[src/rtl/stk_adm_arb_if.sv]
// Admission arbiter bundle: engine commands, allocator
// status/strobe, completions and LK-stage launch.
interface stk_adm_arb_if #(
  parameter int ENGS_N  = 4,
  parameter int ENGID_W = $clog2(ENGS_N)
);
  logic [ENGS_N-1:0]  i_cmd_vld;
  logic [ENGS_N-1:0]  i_cmd_push;
  logic [ENGS_N-1:0]  o_cmd_ack;
  logic               i_al_empty_r;
  logic               i_al_busy_r;
  logic               o_al_alloc;
  logic [ENGS_N-1:0]  i_rsp_vld;
  logic               o_lk_vld_r;
  logic [ENGID_W-1:0] o_lk_engid_r;
  logic               o_lk_push_r;
  logic [ENGS_N-1:0]  o_inflight_r;

  modport slave (
    input  i_cmd_vld, i_cmd_push,
    input  i_al_empty_r, i_al_busy_r,
    input  i_rsp_vld,
    output o_cmd_ack, o_al_alloc,
    output o_lk_vld_r, o_lk_engid_r,
    output o_lk_push_r, o_inflight_r
  );

  modport master (
    output i_cmd_vld, i_cmd_push,
    output i_al_empty_r, i_al_busy_r,
    output i_rsp_vld,
    input  o_cmd_ack, o_al_alloc,
    input  o_lk_vld_r, o_lk_engid_r,
    input  o_lk_push_r, o_inflight_r
  );
endinterface

[src/rtl/stk_adm_arb.sv]
// Round-robin admission arbiter: one issue slot, one
// outstanding command per engine, push gated by allocator.
module stk_adm_arb #(
  parameter int ENGS_N  = 4,
  parameter int ENGID_W = $clog2(ENGS_N)
) (
  input  logic         clk,
  input  logic         arst_n,
  stk_adm_arb_if.slave bus
);

  logic [ENGS_N-1:0]  inflight_q, inflight_d;
  logic [ENGS_N-1:0]  elig, ack;
  logic [ENGID_W-1:0] rr_q, rr_d;
  logic [ENGID_W-1:0] engid_q, engid_d;
  logic [ENGID_W-1:0] win, idx;
  logic               found, gnt, blk;
  logic               rdy_q;
  logic               lk_vld_q, lk_vld_d;
  logic               lk_push_q, lk_push_d;

  assign blk  = bus.i_al_empty_r | bus.i_al_busy_r;
  assign elig = bus.i_cmd_vld & ~inflight_q
              & ~(bus.i_cmd_push & {ENGS_N{blk}});

  // Wrap-around scan starting at the rr pointer
  always_comb begin
    found = 1'b0;
    win   = '0;
    idx   = '0;
    for (int k = 0; k < ENGS_N; k++) begin
      idx = ENGID_W'((int'(rr_q) + k) % ENGS_N);
      if (!found && elig[idx]) begin
        found = 1'b1;
        win   = idx;
      end
    end
  end

  assign gnt = found & rdy_q;

  always_comb begin
    ack = '0;
    if (gnt) ack[win] = 1'b1;
  end

  assign inflight_d = (inflight_q & ~bus.i_rsp_vld) | ack;
  assign lk_vld_d   = gnt;
  assign rr_d       = gnt
                    ? ENGID_W'((int'(win) + 1) % ENGS_N)
                    : rr_q;
  assign engid_d    = gnt ? win : engid_q;
  assign lk_push_d  = gnt ? bus.i_cmd_push[win] : lk_push_q;

  always_ff @(posedge clk or negedge arst_n) begin
    if (!arst_n) begin
      rdy_q      <= 1'b0;
      inflight_q <= '0;
      rr_q       <= '0;
      lk_vld_q   <= 1'b0;
      engid_q    <= '0;
      lk_push_q  <= 1'b0;
    end else begin
      rdy_q      <= 1'b1;
      inflight_q <= inflight_d;
      rr_q       <= rr_d;
      lk_vld_q   <= lk_vld_d;
      engid_q    <= engid_d;
      lk_push_q  <= lk_push_d;
    end
  end

  assign bus.o_cmd_ack    = ack;
  assign bus.o_al_alloc   = gnt & bus.i_cmd_push[win];
  assign bus.o_lk_vld_r   = lk_vld_q;
  assign bus.o_lk_engid_r = engid_q;
  assign bus.o_lk_push_r  = lk_push_q;
  assign bus.o_inflight_r = inflight_q;

endmodule

[src/flat_wrapper.sv]
// flat-port wrapper written by rule: the top's interface ports become plain ports
module stk_adm_arb_flat 
#(
  parameter int ENGS_N  = 4,
  parameter int ENGID_W = $clog2(ENGS_N)
)
  (clk, arst_n, bus_i_cmd_vld, bus_i_cmd_push, bus_i_al_empty_r, bus_i_al_busy_r, bus_i_rsp_vld, bus_o_cmd_ack, bus_o_al_alloc, bus_o_lk_vld_r, bus_o_lk_engid_r, bus_o_lk_push_r, bus_o_inflight_r);
  stk_adm_arb_if #(.ENGS_N(ENGS_N), .ENGID_W(ENGID_W)) bus_i ();
  input  logic clk;
  input  logic arst_n;
  input wire logic [$bits(bus_i.i_cmd_vld)-1:0] bus_i_cmd_vld;
  input wire logic [$bits(bus_i.i_cmd_push)-1:0] bus_i_cmd_push;
  input wire logic [$bits(bus_i.i_al_empty_r)-1:0] bus_i_al_empty_r;
  input wire logic [$bits(bus_i.i_al_busy_r)-1:0] bus_i_al_busy_r;
  input wire logic [$bits(bus_i.i_rsp_vld)-1:0] bus_i_rsp_vld;
  output wire logic [$bits(bus_i.o_cmd_ack)-1:0] bus_o_cmd_ack;
  output wire logic [$bits(bus_i.o_al_alloc)-1:0] bus_o_al_alloc;
  output wire logic [$bits(bus_i.o_lk_vld_r)-1:0] bus_o_lk_vld_r;
  output wire logic [$bits(bus_i.o_lk_engid_r)-1:0] bus_o_lk_engid_r;
  output wire logic [$bits(bus_i.o_lk_push_r)-1:0] bus_o_lk_push_r;
  output wire logic [$bits(bus_i.o_inflight_r)-1:0] bus_o_inflight_r;
  assign bus_i.i_cmd_vld = bus_i_cmd_vld;
  assign bus_i.i_cmd_push = bus_i_cmd_push;
  assign bus_i.i_al_empty_r = bus_i_al_empty_r;
  assign bus_i.i_al_busy_r = bus_i_al_busy_r;
  assign bus_i.i_rsp_vld = bus_i_rsp_vld;
  assign bus_o_cmd_ack = bus_i.o_cmd_ack;
  assign bus_o_al_alloc = bus_i.o_al_alloc;
  assign bus_o_lk_vld_r = bus_i.o_lk_vld_r;
  assign bus_o_lk_engid_r = bus_i.o_lk_engid_r;
  assign bus_o_lk_push_r = bus_i.o_lk_push_r;
  assign bus_o_inflight_r = bus_i.o_inflight_r;
  stk_adm_arb #(.ENGS_N(ENGS_N), .ENGID_W(ENGID_W)) u_core (.clk(clk), .arst_n(arst_n), .bus(bus_i));
endmodule
[config.mk]
export PLATFORM = sky130hd
export DESIGN_NAME = stk_adm_arb_flat
export DESIGN_NICKNAME = d
export VERILOG_FILES = /design/src/rtl/stk_adm_arb_if.sv /design/src/rtl/stk_adm_arb.sv /design/src/flat_wrapper.sv
export SDC_FILE = /design/constraint.sdc
export NUM_CORES = 1
export LEC_CHECK = 0
export ABC_AREA = 1
export BUFFER_PORTS_ARGS = -buffer_cell sky130_fd_sc_hd__buf_2
export CORE_MARGIN = 2
export CORE_UTILIZATION = 53
export DETAILED_ROUTE_END_ITERATION = 10
export HOLD_SLACK_MARGIN = 0.03
export PLACE_DENSITY = 0.79
export SETUP_SLACK_MARGIN = 0.2
export SLEW_MARGIN = 10
export SYNTH_ARGS = -nofsm -noshare
export SYNTH_HDL_FRONTEND = slang
export SYNTH_SLANG_ARGS = --single-unit
[constraint.sdc]
create_clock -name clk -period 3.36 [get_ports clk]
set_clock_uncertainty 0.2 [all_clocks]
set_input_delay 0.168 -clock clk [delete_from_list [all_inputs] [get_ports clk]]
set_output_delay 0.168 -clock clk [all_outputs]
set_load 0.01 [all_outputs]
==> run_summary.xml <==
<?xml version="1.0" encoding="UTF-8"?>
<metrics>
  <group name="status">
    <metric name="result_of_the_run" unit="">complete, no violations</metric>
  </group>
  <group name="grt">
    <metric name="grt.overflow.total" unit="">0</metric>
    <metric name="first_global_vias" unit="">823</metric>
    <metric name="antenna_found_initial" unit="">0</metric>
    <metric name="global_route.usage.total" unit="%">23.6</metric>
    <metric name="grt_max_degree" unit="">13</metric>
    <metric name="grt_pass1_wl" unit="um">3460</metric>
  </group>
  <group name="pwr">
    <metric name="power_frac_comb" unit="%">74.8</metric>
    <metric name="clockPowerShare" unit="%">6.9</metric>
    <metric name="cellInternalPower" unit="mW">0.589</metric>
    <metric name="pwr-share-seq" unit="%">18.3</metric>
    <metric name="power_switching" unit="mW">0.704</metric>
    <metric name="leakage" unit="nW">0.632</metric>
    <metric name="switching_share" unit="%">54.5</metric>
    <metric name="power-per-cell-area" unit="nW/um^2">1170</metric>
    <metric name="finalPower" unit="mW">1.29</metric>
    <metric name="irDropWorstVdd" unit="uV">611</metric>
  </group>
  <group name="cts">
    <metric name="clk_transition_reported_paths" unit="ps">70</metric>
    <metric name="clk_latency" unit="ps">270</metric>
    <metric name="h-tree-depth" unit="">1</metric>
    <metric name="tritoncts.num_buffers" unit="">3</metric>
    <metric name="tritoncts" unit="">done</metric>
    <metric name="cts.root.buffer_cell" unit="">sky130_fd_sc_hd__clkbuf_4</metric>
    <metric name="cts_resized" unit="">0</metric>
    <metric name="clkSinkCount" unit="">11</metric>
    <metric name="cts_buffer_depth" unit="">2</metric>
    <metric name="post_cts_buffers" unit="">0</metric>
  </group>
  <group name="detailed_routing">
    <metric name="drtAntennaViolNets" unit="">0</metric>
    <metric name="detailroute.via_count" unit="">870</metric>
    <metric name="avgRoutedWirePerCell" unit="um">12.1</metric>
    <metric name="via_per_inst" unit="">5.21</metric>
    <metric name="drt_pass1_iterations" unit="">4</metric>
    <metric name="route.detailed.drc" unit="">0</metric>
    <metric name="routed_wl" unit="um">2030</metric>
    <metric name="violation_count_after_the_first_detailed_routing_iteration" unit="">25</metric>
  </group>
  <group name="finish">
    <metric name="stdcell_count" unit="">167</metric>
    <metric name="n_antenna_cell" unit="">0</metric>
    <metric name="final_common_cell" unit="">sky130_fd_sc_hd__buf_2</metric>
    <metric name="final_layout_size_suffix_gt1_share" unit="%">35.1</metric>
    <metric name="final_net_count" unit="">172</metric>
    <metric name="final_core_utilization" unit="%">71.9</metric>
    <metric name="areaGrowthSynthToFinish" unit="%">24.6</metric>
    <metric name="fin_area" unit="sq um">1110</metric>
    <metric name="layout.cells.most_common_list" unit="">sky130_fd_sc_hd__buf_2 (28), sky130_fd_sc_hd__nand2_1 (22), sky130_fd_sc_hd__inv_1 (18), sky130_fd_sc_hd__nand3_1 (15), sky130_fd_sc_hd__dfrtp_1 (11)</metric>
    <metric name="filler_cell_count" unit="">129</metric>
  </group>
  <group name="placement">
    <metric name="post-place-cells" unit="">158</metric>
    <metric name="place.gp.congestion" unit="">0.869</metric>
    <metric name="placement.io_buffers" unit="">28</metric>
    <metric name="placement.setup.worst_slack" unit="ps">1060</metric>
    <metric name="hpwl" unit="um">1670</metric>
    <metric name="place_area" unit="sq um">1030</metric>
  </group>
  <group name="timing">
    <metric name="maxSlewViolCount" unit="">0</metric>
    <metric name="layout_worst_path_cycle_share" unit="%">78.0</metric>
    <metric name="fin_tns_setup" unit="ps">0</metric>
    <metric name="hold_viol" unit="">0</metric>
    <metric name="timing.final.setup_violations" unit="">0</metric>
    <metric name="finalWorstPathRequiredPeriod" unit="ps">2620</metric>
    <metric name="finalWorstSetupSlack" unit="ps">740</metric>
    <metric name="hold-worst-slack" unit="ps">88.4</metric>
    <metric name="clock.fmax" unit="GHz">0.382</metric>
    <metric name="grt_setup_unrepaired" unit="">false</metric>
  </group>
  <group name="setup_path">
    <metric name="critPathKind" unit="">reg -&gt; out</metric>
    <metric name="worst-endpoint-arrival" unit="ps">2250</metric>
    <metric name="timing.critical_path.required" unit="ps">2990</metric>
    <metric name="crit_fanout" unit="">7</metric>
    <metric name="cp-end-kind" unit="">output pin</metric>
    <metric name="startpoint_type" unit="">flop</metric>
  </group>
  <group name="floorplanning">
    <metric name="initial_utilization" unit="%">57.7</metric>
    <metric name="die_height" unit="um">45.0</metric>
    <metric name="die-width" unit="um">45.0</metric>
    <metric name="io_pins" unit="">29</metric>
    <metric name="placement_rows" unit="">14</metric>
    <metric name="core_area" unit="sq um">1540</metric>
    <metric name="floorplan.die_area" unit="sq um">2020</metric>
  </group>
  <group name="yosys">
    <metric name="yosys_warning_count" unit="">0</metric>
    <metric name="synthesis.area_per_instance" unit="sq um">7.67</metric>
    <metric name="ys_async_rst_share" unit="%">100</metric>
    <metric name="yosys.cell_types.count" unit="">23</metric>
    <metric name="ys_seq_area_share" unit="%">30.9</metric>
    <metric name="number_of_enable_type_register_cells_in_the_synthesized_netlist" unit="">0</metric>
    <metric name="syn_area" unit="sq um">890</metric>
    <metric name="syn-instance-count" unit="">116</metric>
    <metric name="ys_ff_latch" unit="">11</metric>
    <metric name="synth_ff_type" unit="">sky130_fd_sc_hd__dfrtp_1</metric>
    <metric name="synthesis.nets" unit="">136</metric>
  </group>
  <group name="run">
    <metric name="timing.max_cap.violations" unit="">0</metric>
  </group>
  <group name="min_path">
    <metric name="holdCritPathClass" unit="">in -&gt; async</metric>
  </group>
</metrics>
[routing by layer]
metal,GRT usage (%),routed length [um],part of all wire (%)
met4,3.53,14,0.69
met2,38.3,930,46
met1,31.7,914,45
met5,0,0,0
met3,7.20,167,8.2
[Yosys cell counts, drive strengths merged, types with 2 or more instances]
library cell,count,area [sq um]
buf,2,18.8
dfrtp,11,275
ha,4,50.1
inv,22,85.1
nand2,30,148
nand3,21,143
nand4,5,46.3
nor2,8,30.0
o21ai,5,36.3
o22ai,4,25.0
[power by group through the flow]
stage / clock network, mW / logic [mW] / registers, mW
after floorplan: 0 / 0.756 / 0.240
after global placement: 0 / 0.933 / 0.236
after detailed placement: 0 / 0.963 / 0.239
after CTS: 0.0931 / 0.974 / 0.236
after global routing: 0.0979 / 1.07 / 0.243
final: 0.0890 / 0.967 / 0.237
[critical path, cell delays in order (launching register included)]
cell and delay (ps):
sky130_fd_sc_hd__dfrtp_1 520, sky130_fd_sc_hd__inv_2 120, sky130_fd_sc_hd__nand3_1 120, sky130_fd_sc_hd__nand2_1 130, sky130_fd_sc_hd__o21ai_4 230, sky130_fd_sc_hd__nand3_2 160, sky130_fd_sc_hd__nand3_4 150, sky130_fd_sc_hd__inv_1 70
sky130_fd_sc_hd__ha_1 200, sky130_fd_sc_hd__inv_1 80, sky130_fd_sc_hd__nor2_1 50, sky130_fd_sc_hd__buf_2 140
[final timing paths]
| path | startpoint | endpoint | slack, ps | cells past startpoint |
|---|---|---|---|---|
| worst max register to register | u_core.rr_q[0] | u_core.rr_q[1] | 1100 | 10 |
| max in group asynchronous | arst_n | u_core.rr_q[1] | 2660 | 2 |
| worst min-delay path | arst_n | u_core.bus.o_inflight_r[2] | 90 | 2 |
| worst min register to register | u_core.bus.o_lk_push_r | u_core.bus.o_lk_push_r | 280 | 2 |
| worst max-delay path | u_core.rr_q[0] | bus_o_cmd_ack[3] | 740 | 11 |
| min in group clk | bus_i_cmd_push[2] | u_core.bus.o_lk_push_r | 90 | 5 |
[final cells by class]
| cell class | count | area, sq um | share of cell area [%] |
|---|---|---|---|
| inverters | 22 | 85.1 | 7.67 |
| clock buffers | 3 | 22.5 | 2.03 |
| flip-flops and latches | 11 | 275 | 24.8 |
| multi-input cells | 81 | 510 | 46.0 |
| well taps | 16 | 20.0 | 1.81 |
| clock inverters | 1 | 5.00 | 0.451 |
| repair buffers | 33 | 190 | 17.2 |
[registers in the layout (all words and copies together) (netlist names)]
signal / flops
u_core.bus.o_lk_engid_r: 2
u_core.bus.o_lk_vld_r: 1
u_core.rdy_q: 1
u_core.bus.o_inflight_r: 4
u_core.rr_q: 2
u_core.bus.o_lk_push_r: 1
[what timing repair did]
| action | 4_1_cts | 5_1_grt |
|---|---|---|
| endpoints found under the hold margin | 15 | 0 |
| endpoints found under the setup margin | 0 | 0 |
| hold buffers | 5 | 0 |
[logic make-up after synthesis]
kind of cell / synth area share [%]
AOI/OAI and AO/OA: 8.30
xor gates and xnor gates: 1.83
adders and majority gates: 5.63
buffers and inverters: 11.7
DFF: 30.9
other: 0.422
and+or+nand+nor: 41.2
Power figures use the tool's default switching activity.
